===== config.mk =====
export PLATFORM = sky130hd
export DESIGN_NAME = shifter_pipe
export DESIGN_NICKNAME = d
export VERILOG_FILES = /design/src/rtl/shifter_pipe.sv
export SDC_FILE = /design/constraint.sdc
export NUM_CORES = 1
export LEC_CHECK = 0
export CORE_ASPECT_RATIO = 1.1
export CORE_MARGIN = 8
export CORE_UTILIZATION = 51
export DETAILED_ROUTE_END_ITERATION = 7
export PLACE_DENSITY_LB_ADDON = 0.12
export SLEW_MARGIN = 15
export SYNTH_ARGS = -nofsm -noshare
export SYNTH_HDL_FRONTEND = slang
export SYNTH_SLANG_ARGS = --single-unit

===== constraint.sdc =====
create_clock -name clk -period 2.4 [get_ports clk]
set_input_delay 0.36 -clock clk [delete_from_list [all_inputs] [get_ports clk]]
set_output_delay 0.36 -clock clk [all_outputs]
set_load 0.01 [all_outputs]

===== src/rtl/shifter_pipe.sv =====
// Pipelined barrel shifter: one register stage per shift layer, SLL/SRL/SRA/ROR,
// valid/ready handshake with a global stall.
module shifter_pipe #(
    parameter int unsigned WIDTH = 32,
    localparam int unsigned SHW = $clog2(WIDTH)
) (
    input  logic             clk,
    input  logic             rst_n,
    input  logic             in_valid,
    output logic             in_ready,
    input  logic [WIDTH-1:0] in_data,
    input  logic [SHW-1:0]   in_shamt,
    input  logic [1:0]       in_op,
    output logic             out_valid,
    input  logic             out_ready,
    output logic [WIDTH-1:0] out_data,
    output logic             out_zero
);

    localparam logic [1:0] OP_SLL = 2'b00;
    localparam logic [1:0] OP_SRA = 2'b10;
    localparam logic [1:0] OP_ROR = 2'b11;

    function automatic logic [WIDTH-1:0] bit_rev(input logic [WIDTH-1:0] x);
        logic [WIDTH-1:0] r;
        for (int i = 0; i < WIDTH; i++) r[i] = x[WIDTH-1-i];
        return r;
    endfunction

    // One right-shift layer; fill depends on mode (SLL runs bit-reversed as SRL).
    function automatic logic [WIDTH-1:0] shr_step(input logic [WIDTH-1:0] x,
                                                  input logic [1:0] op,
                                                  input logic sgn,
                                                  input int unsigned amt);
        logic [WIDTH-1:0] ones;
        logic [WIDTH-1:0] r;
        ones = '1;
        case (op)
            OP_ROR:  r = (x >> amt) | (x << (WIDTH - amt));
            OP_SRA:  r = (x >> amt) | (sgn ? ~(ones >> amt) : '0);
            default: r = x >> amt;
        endcase
        return r;
    endfunction

    logic             v_q   [SHW];
    logic [WIDTH-1:0] d_q   [SHW];
    logic [SHW-1:0]   sh_q  [SHW-1];
    logic [1:0]       op_q  [SHW-1];
    logic             sgn_q [SHW-1];
    logic             zero_q;

    logic             v_d   [SHW];
    logic [WIDTH-1:0] d_d   [SHW];
    logic [SHW-1:0]   sh_d  [SHW];
    logic [1:0]       op_d  [SHW];
    logic             sgn_d [SHW];

    logic advance;

    assign advance   = !v_q[SHW-1] || out_ready;
    assign in_ready  = advance;
    assign out_valid = v_q[SHW-1];
    assign out_data  = d_q[SHW-1];
    assign out_zero  = zero_q;

    for (genvar s = 0; s < SHW; s++) begin : g_stage
        logic             src_v;
        logic [WIDTH-1:0] src_d;
        logic [SHW-1:0]   src_sh;
        logic [1:0]       src_op;
        logic             src_sgn;
        logic [WIDTH-1:0] shifted;

        if (s == 0) begin : g_entry
            assign src_v   = in_valid;
            assign src_d   = (in_op == OP_SLL) ? bit_rev(in_data) : in_data;
            assign src_sh  = in_shamt;
            assign src_op  = in_op;
            assign src_sgn = in_data[WIDTH-1];
        end else begin : g_chain
            assign src_v   = v_q[s-1];
            assign src_d   = d_q[s-1];
            assign src_sh  = sh_q[s-1];
            assign src_op  = op_q[s-1];
            assign src_sgn = sgn_q[s-1];
        end

        assign shifted = src_sh[s] ? shr_step(src_d, src_op, src_sgn, 32'(1) << s) : src_d;

        // Final layer undoes the entry reversal for left shifts.
        if (s == SHW - 1) begin : g_last
            assign d_d[s] = (src_op == OP_SLL) ? bit_rev(shifted) : shifted;
        end else begin : g_mid
            assign d_d[s] = shifted;
        end

        assign v_d[s]   = src_v;
        assign sh_d[s]  = src_sh;
        assign op_d[s]  = src_op;
        assign sgn_d[s] = src_sgn;
    end

    // Every stage advances together; on stall all stages (bubbles included) hold.
    always_ff @(posedge clk or negedge rst_n) begin
        if (!rst_n) begin
            for (int s = 0; s < SHW; s++) begin
                v_q[s] <= 1'b0;
                d_q[s] <= '0;
            end
            for (int s = 0; s < SHW - 1; s++) begin
                sh_q[s]  <= '0;
                op_q[s]  <= '0;
                sgn_q[s] <= 1'b0;
            end
            zero_q <= 1'b0;
        end else if (advance) begin
            for (int s = 0; s < SHW; s++) begin
                v_q[s] <= v_d[s];
                d_q[s] <= d_d[s];
            end
            for (int s = 0; s < SHW - 1; s++) begin
                sh_q[s]  <= sh_d[s];
                op_q[s]  <= op_d[s];
                sgn_q[s] <= sgn_d[s];
            end
            zero_q <= (d_d[SHW-1] == '0);
        end
    end

endmodule


==> results.md <==
* Top cell type's share of synthesized area at 49.00%
* Area of the die at 23,480 um2
* Vias in the first global route at 7,389
* Avg Inst Size Synth at 9.303 um2
* Unrepaired setup endpoints after global routing: no
* Hpwl dp at 17,480 um
* Largest cells by area after synthesis: dfrtp_1 (49%), mux2i_1 (13%), nand2_1 (8.6%)
* Core area at 18,410 um2
* Final-report max-slew violation count at 0
* Max_cap viols at 0
* Critical path endpoint category: flip-flop
* CP delay by family, top: flip-flops
* Relative slew slack at 58.70%
* CP max-delay cell: dfrtp_1
* Top cell type by total area after synthesis: dfrtp_1
* Post-CTS sizing at 0
* CTS buffer count at 17
* Worst slew pin tran at 618.3 ps
* Final cell count without fillers at 1,347
* Asr flop ratio synth at 100.0%
* Number of flops mapped to enable cells by yosys at 0
* All-Layer GR Usage at 20.64%
* Main synth FF type: dfrtp_1
* Die Wd at 146.8 um
* Initial DRC count at 426
* Mapped Area at 9600 um2
* Placement row count at 52
* Via Count at 7,389
* Clk slew on worst S/H paths at 70 ps
* DR WL/cell at 17.45 um
* Root Driver: clkbuf_16
* Crit Path Class: reg -> reg
* Register-to-Register Path Depth at 6
* Maximum root-to-sink buffer count at 2
* Skew-Pair Late Insertion Delay at 430 ps
* Data required time of the critical path at 2770 ps
* Port bufs at 77
* Initial antenna violation count at 0
* Crit start category: flip-flop
* DRC at 0
* IO Count at 78
* Global-route wire length before repair at 39,430 um
* CTS sink count at 188
* Htree depth at 4
* Final Skew at 10.65 ps
* Final setup viols at 0
* DRT Pass-1 Iters at 5
* Largest fanout on the critical path at 10
* Layout cells sized above 1 at 10.96%
* Peak supply drop at 0.6216 mV
* Synth unique cells at 54
* RD Place Congestion at 0.9429
* Final WL at 23,510 um
* Worst Path Buf+Inv at 1
* Register area share after synthesis at 49.00%
* Number of fill cells at 1,625
* Worst Hold Depth at 3
* Final Cycle Share at 92.94%
* Placed cell count at 1,314
* Pleak at 4.957 nW
* Initial core utilization at 52.14%
* Antenna Cells at 0
* PwrDens at 1384 nW/um2
* Crit path cell chain: buf_4 -> mux2_2 -> o31ai_1 -> nand4_1 -> nor4_1 -> a32o_1
* Post-layout nets at 1,134
* Die height at 159.9 um
* Crit path largest cell delay at 620 ps
* Pin count of the biggest net entering global routing at 147
* Min-Delay Path Class: in -> reg
* Setup tns final at 0 ps
* Final antenna-violating net count at 0
* Outcome: finished, final reports clean
* Tmin final at 2231 ps
* Fmax achieved at 448.3 MHz
* Synth warnings at 0
* Final Hold Viols at 0
* Critical path depth at 6
* Top post-synthesis cells by count: nand2_1 (220), dfrtp_1 (188), mux2i_1 (124)
* Remaining global-route overflow at 0
* Syn Inst Count at 1,032
* CP Data Arrival Time at 2600 ps
* Count of state elements after synthesis at 188
* Area delta synth->final at 18.08%
* Syn nets at 1,075
* Most frequent cell after synthesis: nand2_1
* CTS tree: done
* Via density at 5.486
## metrics by stage
| step | area, um2 | power, W | hold WS (ps) | worst slack, ps | util, % |
|---|---|---|---|---|---|
| after global routing | 11340 | 0.01679 | 462.2 | 5.707 | 61.57 |
| after global placement | 10740 | 0.01285 | 426.2 | 221.3 | 58.33 |
| after floorplan | 9600 | 0.01024 | 64.41 | 576.2 | - |
| final | 11340 | 0.01569 | 452.2 | 169.5 | 61.57 |
| after detailed placement | 10740 | 0.01295 | 429.1 | 205.1 | 58.33 |
| after CTS | 11340 | 0.01577 | 436.9 | 183.4 | 61.57 |
## kinds of logic after synthesis
group / share of synthesized area (%)
buf+inv: 4.574
flops: 49.00
mux: 17.06
xor+xnor: 0.09125
compound gates: 15.17
simple gates: 14.10
## cells in the final DEF (no fill, tap or decap), types with 4 or more instances in the layout
cell,n
nor2b_1,5
inv_1,17
nand4_1,7
o221ai_1,7
dfrtp_1,188
clkbuf_16,17
buf_4,34
a31oi_1,7
a21o_1,5
mux2i_1,124
o22ai_1,8
clkinv_4,4
mux2_2,30
buf_12,8
nor2_1,66
a211oi_1,6
o21ai_0,110
a21oi_1,89
nand3_1,5
clkdlybuf4s50_1,76
o21a_1,7
nor3_1,4
nand2_1,220
nand2b_1,7
## final cells by class
cell class | count | area, um2 | share of cell area [%]
clock buffers | 20 | 456.7 | 4.029
clock inverters | 12 | 128.9 | 1.137
inverters | 18 | 70.07 | 0.6181
multi-input cells | 746 | 4472 | 39.45
flip-flops and latches | 188 | 4705 | 41.50
well taps | 243 | 304.0 | 2.682
repair buffers | 120 | 1200 | 10.58
## sequential cells by signal, indices dropped and copies added, names as in the netlist
name,flops
out_zero,1
out_valid,1
g_stage.src_v,4
out_data,32
g_stage.src_op,8
g_stage.src_sh,10
g_stage.src_d,128
g_stage.src_sgn,4
## worst min-delay path: cells and delay by family
family	cells	cell delay, ps
AND/OR/NAND/NOR	2	90
buffers and inverters	1	390
## power by group
part	switching, W	internal [W]
registers	0.00143	0.00466
clock network	0.00127	0.00152
logic	0.00371	0.00309
## repair_timing
action | CTS | global route
endpoints found under the setup margin | 0 | 0
hold buffers | 1 | 0
endpoints found under the hold margin | 70 | 0
buffers inserted | 0 | 0
## metal layers
metal	part of all wire [%]	up-vias	global-route usage (%)	wire (um)
met3	3.3	39	3.759	782
li1	-	3692	-	-
met5	0	-	0	0
met2	51	161	36.25	12060
met4	2.2	0	6.517	516
met1	43	3497	25.11	10150
## worst paths after layout
| check | from | slack (ps) | to |
|---|---|---|---|
| min in group asynchronous | rst_n | 510 | g_stage[2].src_d[18] |
| setup reg to reg | g_stage[4].src_sh[4] | 170 | out_zero |
| hold / removal | in_shamt[1] | 450 | g_stage[1].src_sh[1] |
| max in group asynchronous | rst_n | 1200 | g_stage[2].src_d[3] |
| setup / recovery | g_stage[4].src_sh[4] | 170 | out_zero |
| hold reg to reg | g_stage[4].src_v | 460 | g_stage[4].src_v |
(Power assumes the default switching activity.)
